`src/rtl/align_pkg.sv`:
```
// align_pkg: constants shared between the pass scheduler and the systolic
// array, plus the scheduler state encoding.
package align_pkg;

  localparam int unsigned ALIGN_N          = 64;
  localparam int unsigned ALIGN_LOG_N      = 6;
  localparam int unsigned ALIGN_BP_WIDTH   = 2;
  localparam int unsigned ALIGN_ADDR_WIDTH = 11;
  localparam int unsigned ALIGN_CALC_WIDTH = 16;

  typedef enum logic [2:0] {
    IDLE     = 3'd0,
    LOAD_S   = 3'd1,
    STREAM_T = 3'd2,
    DRAIN    = 3'd3,
    DONE     = 3'd4
  } sched_state_t;

endpackage

```
`src/rtl/seq_fetch.sv`:
```
// seq_fetch: sequence-buffer reader. Issues `count` read addresses starting at
// `base` (counting down when DOWN=1), then registers the returned base one
// cycle after the synchronous-read data, so each beat appears two cycles after
// its address. Indices >= `limit` produce a zero base but still a valid beat.
// Ports:
//   clk, reset_i     clock, async active-low reset
//   go               load base/count and start issuing (one-cycle strobe)
//   base,count,limit start index, beat count, padding threshold
//   addr             buffer read address (index modulo 2^ADDR_WIDTH)
//   data             buffer read data (one cycle after addr)
//   last             current address is the final one of the burst
//   pending          an address is being issued or its read is in flight
//   beat_data/valid  registered output beat
module seq_fetch #(
  parameter int unsigned IDX_WIDTH  = 13,
  parameter int unsigned ADDR_WIDTH = 11,
  parameter int unsigned BP_WIDTH   = 2,
  parameter bit          DOWN       = 1'b0
) (
  input  logic                  clk,
  input  logic                  reset_i,
  input  logic                  go,
  input  logic [IDX_WIDTH-1:0]  base,
  input  logic [IDX_WIDTH-1:0]  count,
  input  logic [IDX_WIDTH-1:0]  limit,
  output logic [ADDR_WIDTH-1:0] addr,
  input  logic [BP_WIDTH-1:0]   data,
  output logic                  last,
  output logic                  pending,
  output logic [BP_WIDTH-1:0]   beat_data,
  output logic                  beat_valid
);

  logic [IDX_WIDTH-1:0] idx;
  logic [IDX_WIDTH-1:0] remain;
  logic                 act;
  logic                 act_q;
  logic                 pad_q;

  assign addr    = idx[ADDR_WIDTH-1:0];
  assign last    = act && (remain == IDX_WIDTH'(1));
  assign pending = act || act_q;

  always_ff @(posedge clk or negedge reset_i) begin
    if (!reset_i) begin
      idx        <= '0;
      remain     <= '0;
      act        <= 1'b0;
      act_q      <= 1'b0;
      pad_q      <= 1'b0;
      beat_data  <= '0;
      beat_valid <= 1'b0;
    end else begin
      if (go) begin
        idx    <= base;
        remain <= count;
        act    <= 1'b1;
      end else if (act) begin
        remain <= remain - 1'b1;
        if (remain == IDX_WIDTH'(1)) begin
          act <= 1'b0;
        end else if (DOWN) begin
          idx <= idx - 1'b1;
        end else begin
          idx <= idx + 1'b1;
        end
      end
      // padding decision travels alongside the read so it lines up with data
      act_q      <= act;
      pad_q      <= act && (idx >= limit);
      beat_valid <= act_q;
      beat_data  <= (act_q && !pad_q) ? data : '0;
    end
  end

endmodule

```
`src/rtl/align_sched.sv`:
```
// align_sched: pass scheduler for the affine-gap systolic array. Splits the
// query into ceil(s_len/N) passes; each pass loads N query bases (highest index
// first), streams t_len target bases, then waits for the array to drain. The
// final drain latches the array's best score and traceback coordinates.
// Ports:
//   clk, reset_i               clock, async active-low reset
//   start, s_len, t_len        job request (sampled in IDLE only)
//   sched_busy, done, err      job status; err qualifies done
//   score, tb_x, tb_y          latched array result
//   s_addr/s_data, t_addr/t_data  query/target buffer (sync read)
//   arr_S, arr_T, arr_s_update, arr_valid, arr_ack, arr_new_seq, arr_PE_end
//                              array controls
//   arr_busy, arr_max, arr_tb_x, arr_tb_y  array status and result
module align_sched
  import align_pkg::*;
#(
  parameter int unsigned N             = ALIGN_N,
  parameter int unsigned LOG_N         = ALIGN_LOG_N,
  parameter int unsigned BP_WIDTH      = ALIGN_BP_WIDTH,
  parameter int unsigned ADDR_WIDTH    = ALIGN_ADDR_WIDTH,
  parameter int unsigned LEN_WIDTH     = 12,
  parameter int unsigned CALC_WIDTH    = ALIGN_CALC_WIDTH,
  parameter int unsigned DRAIN_TIMEOUT = 4095
) (
  input  logic                  clk,
  input  logic                  reset_i,
  input  logic                  start,
  input  logic [LEN_WIDTH-1:0]  s_len,
  input  logic [LEN_WIDTH-1:0]  t_len,
  output logic                  sched_busy,
  output logic                  done,
  output logic                  err,
  output logic [CALC_WIDTH-1:0] score,
  output logic [ADDR_WIDTH-1:0] tb_x,
  output logic [ADDR_WIDTH-1:0] tb_y,
  output logic [ADDR_WIDTH-1:0] s_addr,
  input  logic [BP_WIDTH-1:0]   s_data,
  output logic [ADDR_WIDTH-1:0] t_addr,
  input  logic [BP_WIDTH-1:0]   t_data,
  output logic [BP_WIDTH-1:0]   arr_S,
  output logic [BP_WIDTH-1:0]   arr_T,
  output logic                  arr_s_update,
  output logic                  arr_valid,
  output logic                  arr_ack,
  output logic                  arr_new_seq,
  output logic [LOG_N-1:0]      arr_PE_end,
  input  logic                  arr_busy,
  input  logic [CALC_WIDTH-1:0] arr_max,
  input  logic [ADDR_WIDTH-1:0] arr_tb_x,
  input  logic [ADDR_WIDTH-1:0] arr_tb_y
);

  localparam int unsigned IW = LEN_WIDTH + 1;
  localparam int unsigned PW = IW - LOG_N;
  localparam int unsigned TW = $clog2(DRAIN_TIMEOUT + 1);

  sched_state_t         state;
  logic [LEN_WIDTH-1:0] s_len_q;
  logic [LEN_WIDTH-1:0] t_len_q;
  logic [PW-1:0]        pass_q;
  logic [PW-1:0]        last_pass;
  logic                 seen_busy;
  logic [TW-1:0]        tmo;
  logic                 err_q;

  logic          zero_len;
  logic          more;
  logic          drain_end;
  logic          drain_tmo;
  logic          go_s;
  logic [PW-1:0] pass_next;
  logic [IW-1:0] s_base;
  logic [IW-1:0] npass_sum;
  logic          q_last, q_pending, t_last, t_pending;

  assign zero_len  = (s_len == '0) || (t_len == '0);
  assign more      = (pass_q != last_pass);
  assign drain_end = (state == DRAIN) && seen_busy && !arr_busy;
  assign drain_tmo = (state == DRAIN) && !seen_busy && !arr_busy &&
                     (tmo == TW'(DRAIN_TIMEOUT - 1));
  // the next pass's first fetch is launched on the same edge as the state
  // change so that addresses occupy exactly the LOAD_S cycles
  assign go_s      = ((state == IDLE) && start && !zero_len) || (drain_end && more);
  assign pass_next = (state == IDLE) ? '0 : pass_q + 1'b1;
  assign s_base    = {pass_next, {LOG_N{1'b1}}};
  assign npass_sum = IW'(s_len) + IW'(N - 1);

  assign sched_busy = (state != IDLE);
  assign done       = (state == DONE);
  assign err        = err_q;

  seq_fetch #(
    .IDX_WIDTH (IW),
    .ADDR_WIDTH(ADDR_WIDTH),
    .BP_WIDTH  (BP_WIDTH),
    .DOWN      (1'b1)
  ) u_q_fetch (
    .clk       (clk),
    .reset_i   (reset_i),
    .go        (go_s),
    .base      (s_base),
    .count     (IW'(N)),
    .limit     (IW'(s_len_q)),
    .addr      (s_addr),
    .data      (s_data),
    .last      (q_last),
    .pending   (q_pending),
    .beat_data (arr_S),
    .beat_valid(arr_s_update)
  );

  seq_fetch #(
    .IDX_WIDTH (IW),
    .ADDR_WIDTH(ADDR_WIDTH),
    .BP_WIDTH  (BP_WIDTH),
    .DOWN      (1'b0)
  ) u_t_fetch (
    .clk       (clk),
    .reset_i   (reset_i),
    .go        (q_last),
    .base      ('0),
    .count     (IW'(t_len_q)),
    .limit     (IW'(t_len_q)),
    .addr      (t_addr),
    .data      (t_data),
    .last      (t_last),
    .pending   (t_pending),
    .beat_data (arr_T),
    .beat_valid(arr_valid)
  );

  always_ff @(posedge clk or negedge reset_i) begin
    if (!reset_i) begin
      state     <= IDLE;
      s_len_q   <= '0;
      t_len_q   <= '0;
      pass_q    <= '0;
      last_pass <= '0;
      seen_busy <= 1'b0;
      tmo       <= '0;
      err_q     <= 1'b0;
      score     <= '0;
      tb_x      <= '0;
      tb_y      <= '0;
    end else begin
      case (state)
        IDLE: begin
          if (start) begin
            s_len_q   <= s_len;
            t_len_q   <= t_len;
            pass_q    <= '0;
            last_pass <= npass_sum[IW-1:LOG_N] - 1'b1;
            if (zero_len) begin
              state <= DONE;
              err_q <= 1'b1;
            end else begin
              state <= LOAD_S;
            end
          end
        end
        LOAD_S: begin
          if (q_last) state <= STREAM_T;
        end
        STREAM_T: begin
          if (t_last) begin
            state     <= DRAIN;
            seen_busy <= 1'b0;
            tmo       <= '0;
          end
        end
        DRAIN: begin
          if (!seen_busy) begin
            if (arr_busy) begin
              seen_busy <= 1'b1;
            end else if (drain_tmo) begin
              state <= DONE;
              err_q <= 1'b1;
            end else begin
              tmo <= tmo + 1'b1;
            end
          end else if (!arr_busy) begin
            if (more) begin
              pass_q <= pass_q + 1'b1;
              state  <= LOAD_S;
            end else begin
              score <= arr_max;
              tb_x  <= arr_tb_x;
              tb_y  <= arr_tb_y;
              state <= DONE;
            end
          end
        end
        DONE: begin
          state <= IDLE;
          err_q <= 1'b0;
        end
        default: state <= IDLE;
      endcase
    end
  end

  // ack spans from the first in-flight query read to the last target beat;
  // new_seq marks the single cycle where ack rises on pass 0
  always_ff @(posedge clk or negedge reset_i) begin
    if (!reset_i) begin
      arr_ack     <= 1'b0;
      arr_new_seq <= 1'b0;
      arr_PE_end  <= '0;
    end else begin
      arr_ack     <= q_pending || t_pending;
      arr_new_seq <= (state == LOAD_S) && q_pending && !arr_ack && (pass_q == '0);
      if (state == LOAD_S) begin
        arr_PE_end <= (pass_q == last_pass) ? (s_len_q[LOG_N-1:0] - 1'b1)
                                            : LOG_N'(N - 1);
      end
    end
  end

endmodule

```
`config.mk`:
```
export PLATFORM = sky130hd
export DESIGN_NAME = align_sched
export DESIGN_NICKNAME = d
export VERILOG_FILES = /design/src/rtl/align_pkg.sv /design/src/rtl/seq_fetch.sv /design/src/rtl/align_sched.sv
export SDC_FILE = /design/constraint.sdc
export NUM_CORES = 1
export LEC_CHECK = 0
export CORE_MARGIN = 2
export CORE_UTILIZATION = 37
export DETAILED_ROUTE_END_ITERATION = 8
export PLACE_DENSITY = 0.62
export SYNTH_ARGS = -nofsm -noshare
export SYNTH_HDL_FRONTEND = slang
export SYNTH_SLANG_ARGS = --single-unit
```
`constraint.sdc`:
```
create_clock -name clk -period 3.5 [get_ports clk]
set_input_delay 0.7 -clock clk [delete_from_list [all_inputs] [get_ports clk]]
set_output_delay 0.7 -clock clk [all_outputs]
set_load 0.005 [all_outputs]
```
Word level (Yosys, flattened, before mapping)
Cells that the tools add are included.
Widths: inputs -> output; s select.

storage, ports and cells
  register bits = 165
  input bits = 70
  output and inout port bits = 77
  word-level logic and storage cells = 160

cells by class
  add/sub/neg operators = 9
  $lt $le $gt $ge = 2
  eq/ne operators = 22
  mux-type cells = 50
  bitwise logic cells = 2
  reductions and logical operators = 47

operator list
  kind                   count
  $mux 13                10
  $mux 12                4
  $sub 13x1->13 const B  3
  $mux 7                 5
  $mux 3                 9
  $eq 13x1->1 const B    2
  $ge 13x12->1           2
  $logic_not 12->1       2
  $ne 2x2->1 const B     12
  $pmux 12 s2            1
  $logic_and 1x1->1      17
  $reduce_and 5->1       3
  $mux 1                 14
  $pmux 7 s2             1
  $add 12x6->13 const B  1
  $add 13x1->13 const B  1
  $add 12x1->12 const B  1
  $eq 12x12->1 const B   1
  $pmux 3 s4             1
  $reduce_and 2->1       4
  $reduce_bool 2->1      4
  $add 7x1->7 const B    1
  $eq 7x7->1             1
  $logic_not 7->1        1
  other kinds (18)       31

Logic depth before layout (Yosys ltp)
Gate-level depths: netlist of run 1.

  depth after elaboration = 8
  gate-level depth with buffers = 10
  mapped depth without buffers = 10

By module
A second synthesis of run 1 with hierarchy kept.

second synthesis, totals
  cell total of the unflattened synthesis = 876
  area, all modules = 9146.3 µm²

by module, submodules not included
  module                 times used  cells each  area an instance (µm²)  seq. area each (µm²)
  align_sched            1           405         4865.9                  2527.4
  seq_fetch (u_t_fetch)  1           243         2169.6                  800.8
  seq_fetch (u_q_fetch)  1           228         2110.8                  800.8

Least setup slack after synthesis of run 1
Ideal clock, no wire load.

  path type = input to register
  start point = input port s_len[2]
  end point = register last_pass[4]
  setup time = 0.083 ns
  arrival = 2.632 ns
  required time = 3.417 ns
  path slack = 0.785 ns
  stages on the path = 10
  buffers on the path = 0
  path through = nor4_1 > nand2_1 > nand2_1 > xnor2_1 > ha_1 > nand3b_1 > a2111oi_0 > a21oi_1 > xor2_1 > o21ai_0

between the ends
  cells in the longest elaborated chain, start to end = 2

ends and longest elaborated chain
  item                    line                source
  start: declaration      align_sched.sv:28   input logic [LEN_WIDTH-1:0] s_len,
  $add 12x6->13           align_sched.sv:86   assign npass_sum = IW'(s_len) + IW'(N - 1);
  $sub 7x1->7             align_sched.sv:152  last_pass <= npass_sum[IW-1:LOG_N] - 1'b1;
  end signal: assignment  align_sched.sv:152
  end: declaration        align_sched.sv:61   logic [PW-1:0] last_pass;

No other way between the ends.
A chain may end at the register's enable or synchronous reset.

Worst setup path in the final report of run 1
Same ends and word-level chain as after synthesis.

==> metrics.json, run 1 <==
{
  "global_routing": {
    "vias_in_the_first_global_route": 6340,
    "gr-usage-all-layers_pct": 17.29,
    "grt_antenna_before_repair": 0,
    "grt_max_degree": 79,
    "grt_pass1_wl_mm": 33.06,
    "grt_overflow_total": 0
  },
  "critical_path": {
    "cells_on_worst_reg2reg_path": 7,
    "classification_of_the_worst_setup_path": "in -> reg",
    "r2r_slack_ps": 720,
    "slowest_stage_cell_crit_path": "sky130_fd_sc_hd__clkdlybuf4s50_1",
    "critPathRequiredTime_ps": 3840,
    "worstPathCellList": "clkdlybuf4s50_1 > nor4_1 > buf_4 > nand2_1 > nand2_1 > xnor2_1 > ha_1 > nand3b_1 > a2111oi_0 > buf_4 > a21oi_1 > xor2_1 > o21ai_0",
    "r2r-end": "tmo[3]",
    "sort_of_element_at_the_end_of_the_critical_path": "flop",
    "r2r_start": "u_t_fetch.remain[1]",
    "setup.worst_path.start_class": "input pin",
    "worstPathMaxFanout": 4,
    "crit_arrival_ps": 3160,
    "max_stage_delay_ps": 420
  },
  "synthesis": {
    "netlist.top_cell.by_area": "sky130_fd_sc_hd__dfrtp_1",
    "synth.top_cells.by_area": "sky130_fd_sc_hd__dfrtp_1 49%, sky130_fd_sc_hd__ha_1 5.3%, sky130_fd_sc_hd__mux2_2 5.1%, sky130_fd_sc_hd__nand2_1 4.1%, sky130_fd_sc_hd__xor2_1 3.3%",
    "synth_flop_cell": "sky130_fd_sc_hd__dfrtp_1",
    "ys_seq_area_share_pct": 48.97,
    "synth-async-reset-ratio_pct": 100.0,
    "synth.lib_cells_used.distinct": 62,
    "synth_warnings": 0,
    "syn-mean-instance-area_um2": 10.04,
    "ys_ff_latch": 165,
    "synth.top_cell.area_share_pct": 48.97,
    "synthCells": 840,
    "post_synthesis_cell_area_mm2": 0.008432,
    "number_of_synthesized_flops_with_an_enable_pin": 0,
    "synth_fp_nets": 946
  },
  "flow_run": {
    "max-cap-violations": 0
  },
  "placed_design": {
    "placement.cell_area_mm2": 0.01014,
    "dp.final_hpwl_mm": 14.87,
    "post-place-cells": 1238,
    "buffer_ports.inserted": 146,
    "place_ws_ps": 230.2,
    "gpl.final_weighted_congestion": 0.7999
  },
  "cts": {
    "cts.repair.resized": 0,
    "clk_transition_reported_paths_ps": 70,
    "cts_hold_buf": 0,
    "clock_insertion_delay_worst_skew_ps": 430,
    "cts_made_buffers": 17,
    "clock_tree.root_cell": "sky130_fd_sc_hd__clkbuf_16",
    "cts_buffer_depth": 2,
    "cts_tree": "built",
    "cts.sinks": 165,
    "clock_tree.htree_level_count": 4,
    "cts_post_setup_buffers_inserted": 0
  },
  "drt": {
    "routed_via_density": 5.162,
    "num_vias": 6556,
    "final_antenna_net_count": 0,
    "routed_wirelength_mm": 20.44,
    "detail_route.wl_per_cell_um": 16.09,
    "detailedRoute.firstPassIterationCount": 6,
    "drc": 0,
    "detail_route.iter0.violations": 366
  },
  "floorplanning": {
    "placeableCoreArea_mm2": 0.02250,
    "die_area_mm2": 0.02401,
    "initial_utilization_pct": 37.47,
    "io_pins": 147,
    "die_h_um": 155.0,
    "die_x_um": 155.0,
    "fp-row-count": 55
  },
  "layout": {
    "layout-drive-gt1-share_pct": 10.25,
    "diode_count": 0,
    "mostFrequentLayoutCell": "sky130_fd_sc_hd__dfrtp_1",
    "stdcell_area_mm2": 0.01071,
    "design.final.nets": 1078,
    "finish.cell_count_without_fillers": 1270,
    "area_growth_pct": 27.01,
    "layout.core_utilization_pct": 47.59,
    "most-common-layout-cells": "165 x sky130_fd_sc_hd__dfrtp_1, 145 x sky130_fd_sc_hd__clkdlybuf4s50_1, 92 x sky130_fd_sc_hd__nand2_1, 63 x sky130_fd_sc_hd__nor2_1, 50 x sky130_fd_sc_hd__o21ai_0"
  },
  "timing": {
    "worst_pin_slew_ps": 867.6,
    "setup_repair_after_global_routing_missed_its_margin": "no",
    "setup_ws_ps": 684.2,
    "hold_violations": 0,
    "period_needed_ps": 2816,
    "clock.fmax_mhz": 355.1,
    "finalSetupViolations": 0,
    "hold_slack_ps": 329.6,
    "timing.max_slew.rel_slack_pct": 41.85,
    "finalClockSkew_ps": 11.69,
    "share_of_the_clock_period_used_by_the_worst_path_after_layout_pct": 80.45,
    "timing.final.max_slew_violations": 0,
    "finalSetupTns_ps": 0
  },
  "power": {
    "leakagePower_nw": 4.641,
    "report.power.total_mw": 7.820,
    "power_density_mw_per_mm2": 730.3,
    "max-vdd-ir-drop_uv": 358.1
  },
  "run_status": {
    "run_status": "finished, final reports clean"
  },
  "worst_hold_path": {
    "worst_min_path_class": "in -> async"
  }
}
-- routing by layer --
metal | wire (um) | part of all wire (%) | track usage (%)
met5 | 0 | 0 | 0
met4 | 160 | 0.78 | 4.012
met1 | 9854 | 48 | 24.26
met2 | 9357 | 46 | 27.32
met3 | 1064 | 5.2 | 3.983
-- cell usage after synthesis, types with 5 or more instances --
library cell and instances:
sky130_fd_sc_hd__o211ai_1 14, sky130_fd_sc_hd__xnor2_1 31, sky130_fd_sc_hd__nor2b_1 6, sky130_fd_sc_hd__xor2_1 32
sky130_fd_sc_hd__nand3b_1 5, sky130_fd_sc_hd__nand2_1 92, sky130_fd_sc_hd__or3_1 11, sky130_fd_sc_hd__a21oi_1 27
sky130_fd_sc_hd__nand3_1 27, sky130_fd_sc_hd__a211oi_1 6, sky130_fd_sc_hd__nor4_1 10, sky130_fd_sc_hd__nand4_1 13
sky130_fd_sc_hd__clkbuf_1 19, sky130_fd_sc_hd__nor2_1 64, sky130_fd_sc_hd__o21ai_0 50, sky130_fd_sc_hd__and2_1 6
sky130_fd_sc_hd__nor3_1 19, sky130_fd_sc_hd__buf_4 22, sky130_fd_sc_hd__or4_1 16, sky130_fd_sc_hd__mux2_2 38
sky130_fd_sc_hd__o22ai_1 6, sky130_fd_sc_hd__inv_1 48, sky130_fd_sc_hd__dfrtp_1 165, sky130_fd_sc_hd__buf_2 7
sky130_fd_sc_hd__ha_1 36
-- critical path, delay by kind of cell --
kind | cells | cell delay (ps)
AOI/OAI and AO/OA | 3 | 560
xor gates and xnor gates | 2 | 210
and+or+nand+nor | 4 | 670
buffers and inverters | 3 | 800
adders and majority gates | 1 | 230
-- kinds of logic (layout without fill, tap and decap cells) --
logic type	Yosys count	in the layout	synth area share, %
and+or+nand+nor	301	301	18.06
DFF	165	165	48.97
AOI/OAI and AO/OA	137	137	10.48
buffers and inverters	100	245	5.535
xor gates and xnor gates	63	63	6.544
muxes	38	38	5.075
adders and majority gates	36	36	5.342
-- layout make-up --
type / instances / area, um^2
tap: 285 / 356.6
inverter: 48 / 180.2
timing repair buffer: 165 / 1630
clock buffer: 17 / 425.4
clock inverter: 15 / 138.9
sequential: 165 / 4129
fill: 2097 / 11790
multi-input combinational: 575 / 3849
-- sequential cells by signal (all words and copies together), names as in the netlist, 12 cells and up --
register / count
s_len_q: 12
score: 16
t_len_q: 12
tmo: 12
u_q_fetch.idx: 13
u_q_fetch.remain: 13
u_t_fetch.idx: 13
u_t_fetch.remain: 13
-- worst max path at each step --
stage,startpoint,to,slack [ps],cells after the start
after floorplan,s_len[2],last_pass[4],790,10
after global placement,s_len[2],last_pass[4],260,13
after detailed placement,s_len[2],last_pass[4],230,13
after CTS,s_len[2],last_pass[4],670,13
after global routing,s_len[2],last_pass[4],380,12
final,s_len[2],last_pass[4],680,13
-- power by group --
part           leakage (nW)  switching [mW]  total (mW)  internal [mW]
Combinational          2.30            1.42        2.93           1.51
Sequential             2.08           0.535        3.09           2.56
Clock                 0.270           0.857        1.80          0.940
Total                  4.64            2.81        7.82           5.01
Power figures use the tool's default switching activity.
==> run 2: changes to the inputs <==
clock period = 2.9 ns   (was 3.5 ns; I/O delays follow)
==> run 2 against run 1 <==
  * Sequential power increased by 19%
  * Via count about the same
  * Worst hold slack got worse by 240 ps
  * Die area unchanged
  * Cell count increased by 1.7%
  * Count of clock-buffer cells in the layout unchanged
  * Clock skew decreased by 1.1 ps
  * Non-clock buffer count increased by 21
  * Routed wire length decreased by 1.1%
  * First-iteration DRC count increased by 7.9%
  * Critical endpoint is now state[0]
  * Highest routed layer unchanged
  * Worst setup slack got worse by 480 ps
==> metrics.json, run 2 (synthesis gave the netlist of run 1 again) <==
{
  "run_status": {
    "run_status": "finished, final reports clean"
  },
  "floorplanning": {
    "die_h_um": 155.0,
    "placeableCoreArea_mm2": 0.02250,
    "die_area_mm2": 0.02401,
    "fp-row-count": 55,
    "die_x_um": 155.0,
    "io_pins": 147,
    "initial_utilization_pct": 37.47
  },
  "placed_design": {
    "buffer_ports.inserted": 146,
    "gpl.final_weighted_congestion": 0.8193,
    "post-place-cells": 1259,
    "dp.final_hpwl_mm": 15.13
  },
  "layout": {
    "finish.cell_count_without_fillers": 1291,
    "diode_count": 0,
    "mostFrequentLayoutCell": "sky130_fd_sc_hd__dfrtp_1",
    "design.final.nets": 1099,
    "largest_register": "score",
    "regArea_mm2": 0.004129,
    "layout.core_utilization_pct": 48.55,
    "largest_register_ff_count": 16,
    "layout-drive-gt1-share_pct": 12.23,
    "multi_input_area_mm2": 0.003854,
    "area_growth_pct": 29.57,
    "fillCellCount": 2127,
    "most-common-layout-cells": "165 x sky130_fd_sc_hd__dfrtp_1, 145 x sky130_fd_sc_hd__clkdlybuf4s50_1, 92 x sky130_fd_sc_hd__nand2_1, 63 x sky130_fd_sc_hd__nor2_1, 50 x sky130_fd_sc_hd__o21ai_0"
  },
  "drt": {
    "detail_route.wl_per_cell_um": 15.65,
    "routed_via_density": 5.077,
    "detail_route.iter0.violations": 395,
    "detailedRoute.firstPassIterationCount": 4,
    "drc": 0,
    "routed_wirelength_mm": 20.21,
    "num_vias": 6554,
    "final_antenna_net_count": 0
  },
  "critical_path": {
    "max_stage_delay_ps": 610,
    "crit_arrival_ps": 3040,
    "worstPathMaxFanout": 4,
    "setup.worst_path.start_class": "flop",
    "r2r_slack_ps": 210,
    "worstPathCellList": "inv_1 > ha_1 > or3b_2 > or4b_1 > a222oi_1 > nand3_1 > o211ai_2",
    "slowest_stage_cell_crit_path": "sky130_fd_sc_hd__or4b_1",
    "sort_of_element_at_the_end_of_the_critical_path": "flop",
    "critPathRequiredTime_ps": 3250,
    "classification_of_the_worst_setup_path": "reg -> reg"
  },
  "flow_run": {
    "max-cap-violations": 0
  },
  "cts": {
    "clk_transition_reported_paths_ps": 70,
    "cts.repair.resized": 0,
    "cts_made_buffers": 17,
    "cts_post_setup_buffers_inserted": 0,
    "cts_tree": "built",
    "clock_insertion_delay_worst_skew_ps": 430,
    "clock_tree.root_cell": "sky130_fd_sc_hd__clkbuf_16",
    "clock_tree.htree_level_count": 4,
    "cts_buffer_depth": 2,
    "cts_hold_buf": 0,
    "cts.sinks": 165
  },
  "worst_hold_path": {
    "worst_min_path_class": "in -> async"
  },
  "timing": {
    "hold_violations": 0,
    "setup_repair_after_global_routing_missed_its_margin": "no",
    "finalSetupViolations": 0,
    "timing.max_slew.rel_slack_pct": 57.77,
    "period_needed_ps": 2693,
    "worst_pin_slew_ps": 624.7,
    "share_of_the_clock_period_used_by_the_worst_path_after_layout_pct": 92.87,
    "clock.fmax_mhz": 371.3,
    "timing.final.max_slew_violations": 0,
    "finalClockSkew_ps": 10.58
  },
  "global_routing": {
    "grt_max_degree": 47,
    "grt_pass1_wl_mm": 33.07,
    "grt_antenna_before_repair": 0,
    "vias_in_the_first_global_route": 6418,
    "grt_overflow_total": 0,
    "gr-usage-all-layers_pct": 17.16
  },
  "power": {
    "max-vdd-ir-drop_uv": 390.3,
    "leakagePower_nw": 4.776,
    "power_density_mw_per_mm2": 882.6
  }
}
-- run 2: path summary, 6_finish.rpt --
kind / start / to / cells past startpoint
worst min-delay path: reset_i / tmo[5] / 1
worst max-delay path: u_q_fetch.remain[1] / state[0] / 7
worst max register to register: u_q_fetch.remain[1] / state[0] / 7
worst min register to register: t_len_q[8] / u_t_fetch.remain[8] / 2
max in group asynchronous: reset_i / tb_x[8] / 2
min in group clk: t_len_q[8] / u_t_fetch.remain[8] / 2
-- run 2: critical path: cells and delay by family, from the launching register on --
family	cells	cell delay, ps
AO/OA/AOI/OAI	2	700
adder cells (fa/ha/maj)	1	130
buffers and inverters	1	80
flip-flops	1	390
AND/OR/NAND/NOR	3	1320
-- run 2: through the flow --
step / area, um^2 / hold slack [ps] / setup WS [ps] / setup TNS, ps / power (mW)
final: 10930 / 85.59 / 206.7 / 0 / 9.643
after global routing: 10930 / 93.02 / 23.19 / 0 / 10.38
after CTS: 10920 / 83.36 / 138.7 / 0 / 9.749
after detailed placement: 10310 / 480.6 / -147.5 / -188.2 / 7.412
after global placement: 10310 / 464.2 / -143.4 / -200.9 / 7.349
after floorplan: 8432 / 284.4 / 305.3 / 0 / 5.803
-- run 2: final cells by class --
class | count | area share [%]
tap | 285 | 3.264
sequential | 165 | 37.79
multi-input combinational | 575 | 35.27
clock inverter | 15 | 1.649
inverter | 48 | 1.649
clock buffer | 17 | 3.894
timing repair buffer | 186 | 16.48
-- run 2: power by group --
| part | total [mW] | switching, mW | internal [mW] |
|---|---|---|---|
| clock | 2.30 | 1.06 | 1.24 |
| sequential | 3.69 | 0.608 | 3.09 |
| combinational | 3.64 | 1.76 | 1.89 |
-- run 2: routing by layer --
layer,vias to the layer above,share of wire [%],track usage (%)
met4,0,0.68,3.704
met2,146,45,27.24
met5,-,0,0
met1,3159,49,23.97
met3,11,4.9,4.123
li1,3238,-,-
==> run 3: changes to the inputs <==
DONT_BUFFER_PORTS = 1   (was unset)
PLACE_DENSITY = 0.54   (was 0.62)
RECOVER_POWER = 50   (was unset)
==> run 3 against run 2 <==
  * Highest routed layer unchanged
  * Flip-flop and latch count stayed put
  * Largest power group unchanged
  * Register-to-register slack better by 70 ps
  * The flow now finishes with violations (negative hold slack)
  * Largest cell class unchanged
  * Worst hold slack worse by 230 ps
  * Maximum frequency is 2.6% higher
  * Count of clock-buffer cells in the layout unchanged
==> metrics.json, run 3 (synthesis gave the netlist of run 1 again) <==
{
  "run_status": {
    "run_status": "finished with violations",
    "violations_in_the_final_reports": "negative hold slack"
  },
  "drt": {
    "routed_via_density": 5.227,
    "detailedRoute.firstPassIterationCount": 7,
    "final_antenna_net_count": 0,
    "num_vias": 5886,
    "detail_route.iter0.violations": 363,
    "routed_wirelength_mm": 19.24,
    "detail_route.wl_per_cell_um": 17.08,
    "drc": 0
  },
  "power": {
    "clockPowerShare_pct": 25.7,
    "max-vdd-ir-drop_uv": 320.6,
    "seq_power_share_pct": 43.6,
    "leakagePower_nw": 4.080,
    "report.power.total_mw": 8.680,
    "power.internal_mw": 5.426,
    "power_switching_share_pct": 37.48,
    "fraction_of_power_consumed_by_combinational_cells_pct": 30.6,
    "switching_power_mw": 3.253,
    "power_density_mw_per_mm2": 937.8
  },
  "floorplanning": {
    "die_area_mm2": 0.02401,
    "placeableCoreArea_mm2": 0.02250,
    "io_pins": 147,
    "die_x_um": 155.0,
    "initial_utilization_pct": 37.47,
    "fp-row-count": 55,
    "die_h_um": 155.0
  },
  "layout": {
    "fillCellCount": 2186,
    "most-common-layout-cells": "165 x sky130_fd_sc_hd__dfrtp_1, 92 x sky130_fd_sc_hd__nand2_1, 63 x sky130_fd_sc_hd__nor2_1, 50 x sky130_fd_sc_hd__o21ai_0, 48 x sky130_fd_sc_hd__inv_1",
    "diode_count": 0,
    "largest_register_ff_count": 16,
    "area_growth_pct": 9.764,
    "mostFrequentLayoutCell": "sky130_fd_sc_hd__dfrtp_1",
    "stdcell_area_mm2": 0.009255,
    "layout-drive-gt1-share_pct": 12.13,
    "largest_register": "score",
    "design.final.nets": 934
  },
  "timing": {
    "setup_repair_after_global_routing_missed_its_margin": "no",
    "worst_pin_slew_ps": 715.3,
    "period_needed_ps": 2626,
    "finalSetupTns_ps": 0,
    "finalClockSkew_ps": 16.34,
    "share_of_the_clock_period_used_by_the_worst_path_after_layout_pct": 90.55,
    "timing.final.max_slew_violations": 0,
    "hold_slack_ps": -145.0,
    "hold_violations": 165,
    "clock.fmax_mhz": 380.8,
    "timing.max_slew.rel_slack_pct": 52.31,
    "finalSetupViolations": 0
  },
  "cts": {
    "cts_tree": "built",
    "clock_tree.root_cell": "sky130_fd_sc_hd__clkbuf_16",
    "clk_transition_reported_paths_ps": 70,
    "clock_tree.htree_level_count": 4,
    "cts.sinks": 165,
    "cts_made_buffers": 17,
    "clock_insertion_delay_worst_skew_ps": 430,
    "cts_buffer_depth": 2
  },
  "critical_path": {
    "classification_of_the_worst_setup_path": "reg -> reg",
    "critPathRequiredTime_ps": 3250,
    "max_stage_delay_ps": 600,
    "setup.worst_path.start_class": "flop",
    "worstPathMaxFanout": 4,
    "slowest_stage_cell_crit_path": "sky130_fd_sc_hd__or4b_1",
    "r2r_slack_ps": 270,
    "worstPathCellList": "inv_1 > ha_1 > or3b_2 > or4b_1 > a222oi_1 > nand3_1 > o211ai_2",
    "crit_arrival_ps": 2980,
    "sort_of_element_at_the_end_of_the_critical_path": "flop"
  },
  "flow_run": {
    "max-cap-violations": 0
  },
  "global_routing": {
    "gr-usage-all-layers_pct": 16.44,
    "grt_antenna_before_repair": 0,
    "grt_max_degree": 166,
    "grt_pass1_wl_mm": 30.99,
    "grt_overflow_total": 0,
    "vias_in_the_first_global_route": 5623
  },
  "placed_design": {
    "buffer_ports.inserted": 0,
    "placement.cell_area_mm2": 0.008673,
    "gpl.final_weighted_congestion": 0.8191,
    "dp.final_hpwl_mm": 13.77
  },
  "worst_hold_path": {
    "worst_min_path_class": "in -> async"
  }
}
==> run 3: metal layers <==
metal | vias to the layer above | global-route usage [%] | share of wire (%)
met5 | - | 0 | 0
met3 | 24 | 5.822 | 7.7
met1 | 2793 | 22.03 | 47
met2 | 151 | 25.16 | 44
met4 | 0 | 4.806 | 1.4
li1 | 2918 | - | -
==> run 3: final timing paths <==
path | end | startpoint | cells past startpoint
worst max-delay path | state[0] | u_q_fetch.remain[1] | 7
worst min-delay path | score[12] | reset_i | 0
worst max register to register | state[0] | u_q_fetch.remain[1] | 7
worst min register to register | u_t_fetch.remain[9] | t_len_q[9] | 2
max in group asynchronous | u_t_fetch.pad_q | reset_i | 0
min in group clk | t_len_q[4] | t_len[4] | 2
==> run 3: through the flow <==
| step | util [%] | setup slack, ps | instances |
|---|---|---|---|
| detailed placement | 38.54 | 168.6 | 1094 |
| finish | 41.13 | 274.1 | 1126 |
| floorplan | - | 305.3 | 840 |
| global placement | 38.54 | 204.1 | 1094 |
| CTS | 41.14 | 155.5 | 1126 |
| global route | 41.13 | 73.83 | 1126 |
==> run 3: power by group through the flow <==
stage	logic (mW)	registers [mW]	clock network (mW)
floorplan	2.21	3.59	0
global placement	2.67	3.84	0
detailed placement	2.69	3.84	0
CTS	2.71	3.80	2.30
global route	3.09	3.92	2.39
finish	2.66	3.79	2.23
==> run 3: repair_timing <==
item                                   in CTS  in global routing
endpoints found under the hold margin     165                165
setup buffers                               0                  0
gates resized for setup                     0                  1
setup endpoints to repair                   0                  1
==> run 3: final cells by class <==
type	count	area (um^2)	share of cell area [%]
Clock buffer	17	425.4	4.596
Timing Repair Buffer	21	150.1	1.622
Sequential cell	165	4129	44.61
Multi-Input combinational cell	575	3855	41.65
Inverter	48	180.2	1.947
Clock inverter	15	158.9	1.717
Tap cell	285	356.6	3.853
==> run 3: critical path, delay by kind of cell, from the launching register on <==
kind | cells | cell delay, ps
compound gates | 2 | 630
simple gates | 3 | 1280
fa+ha+maj | 1 | 160
flops | 1 | 390
buf+inv | 1 | 80
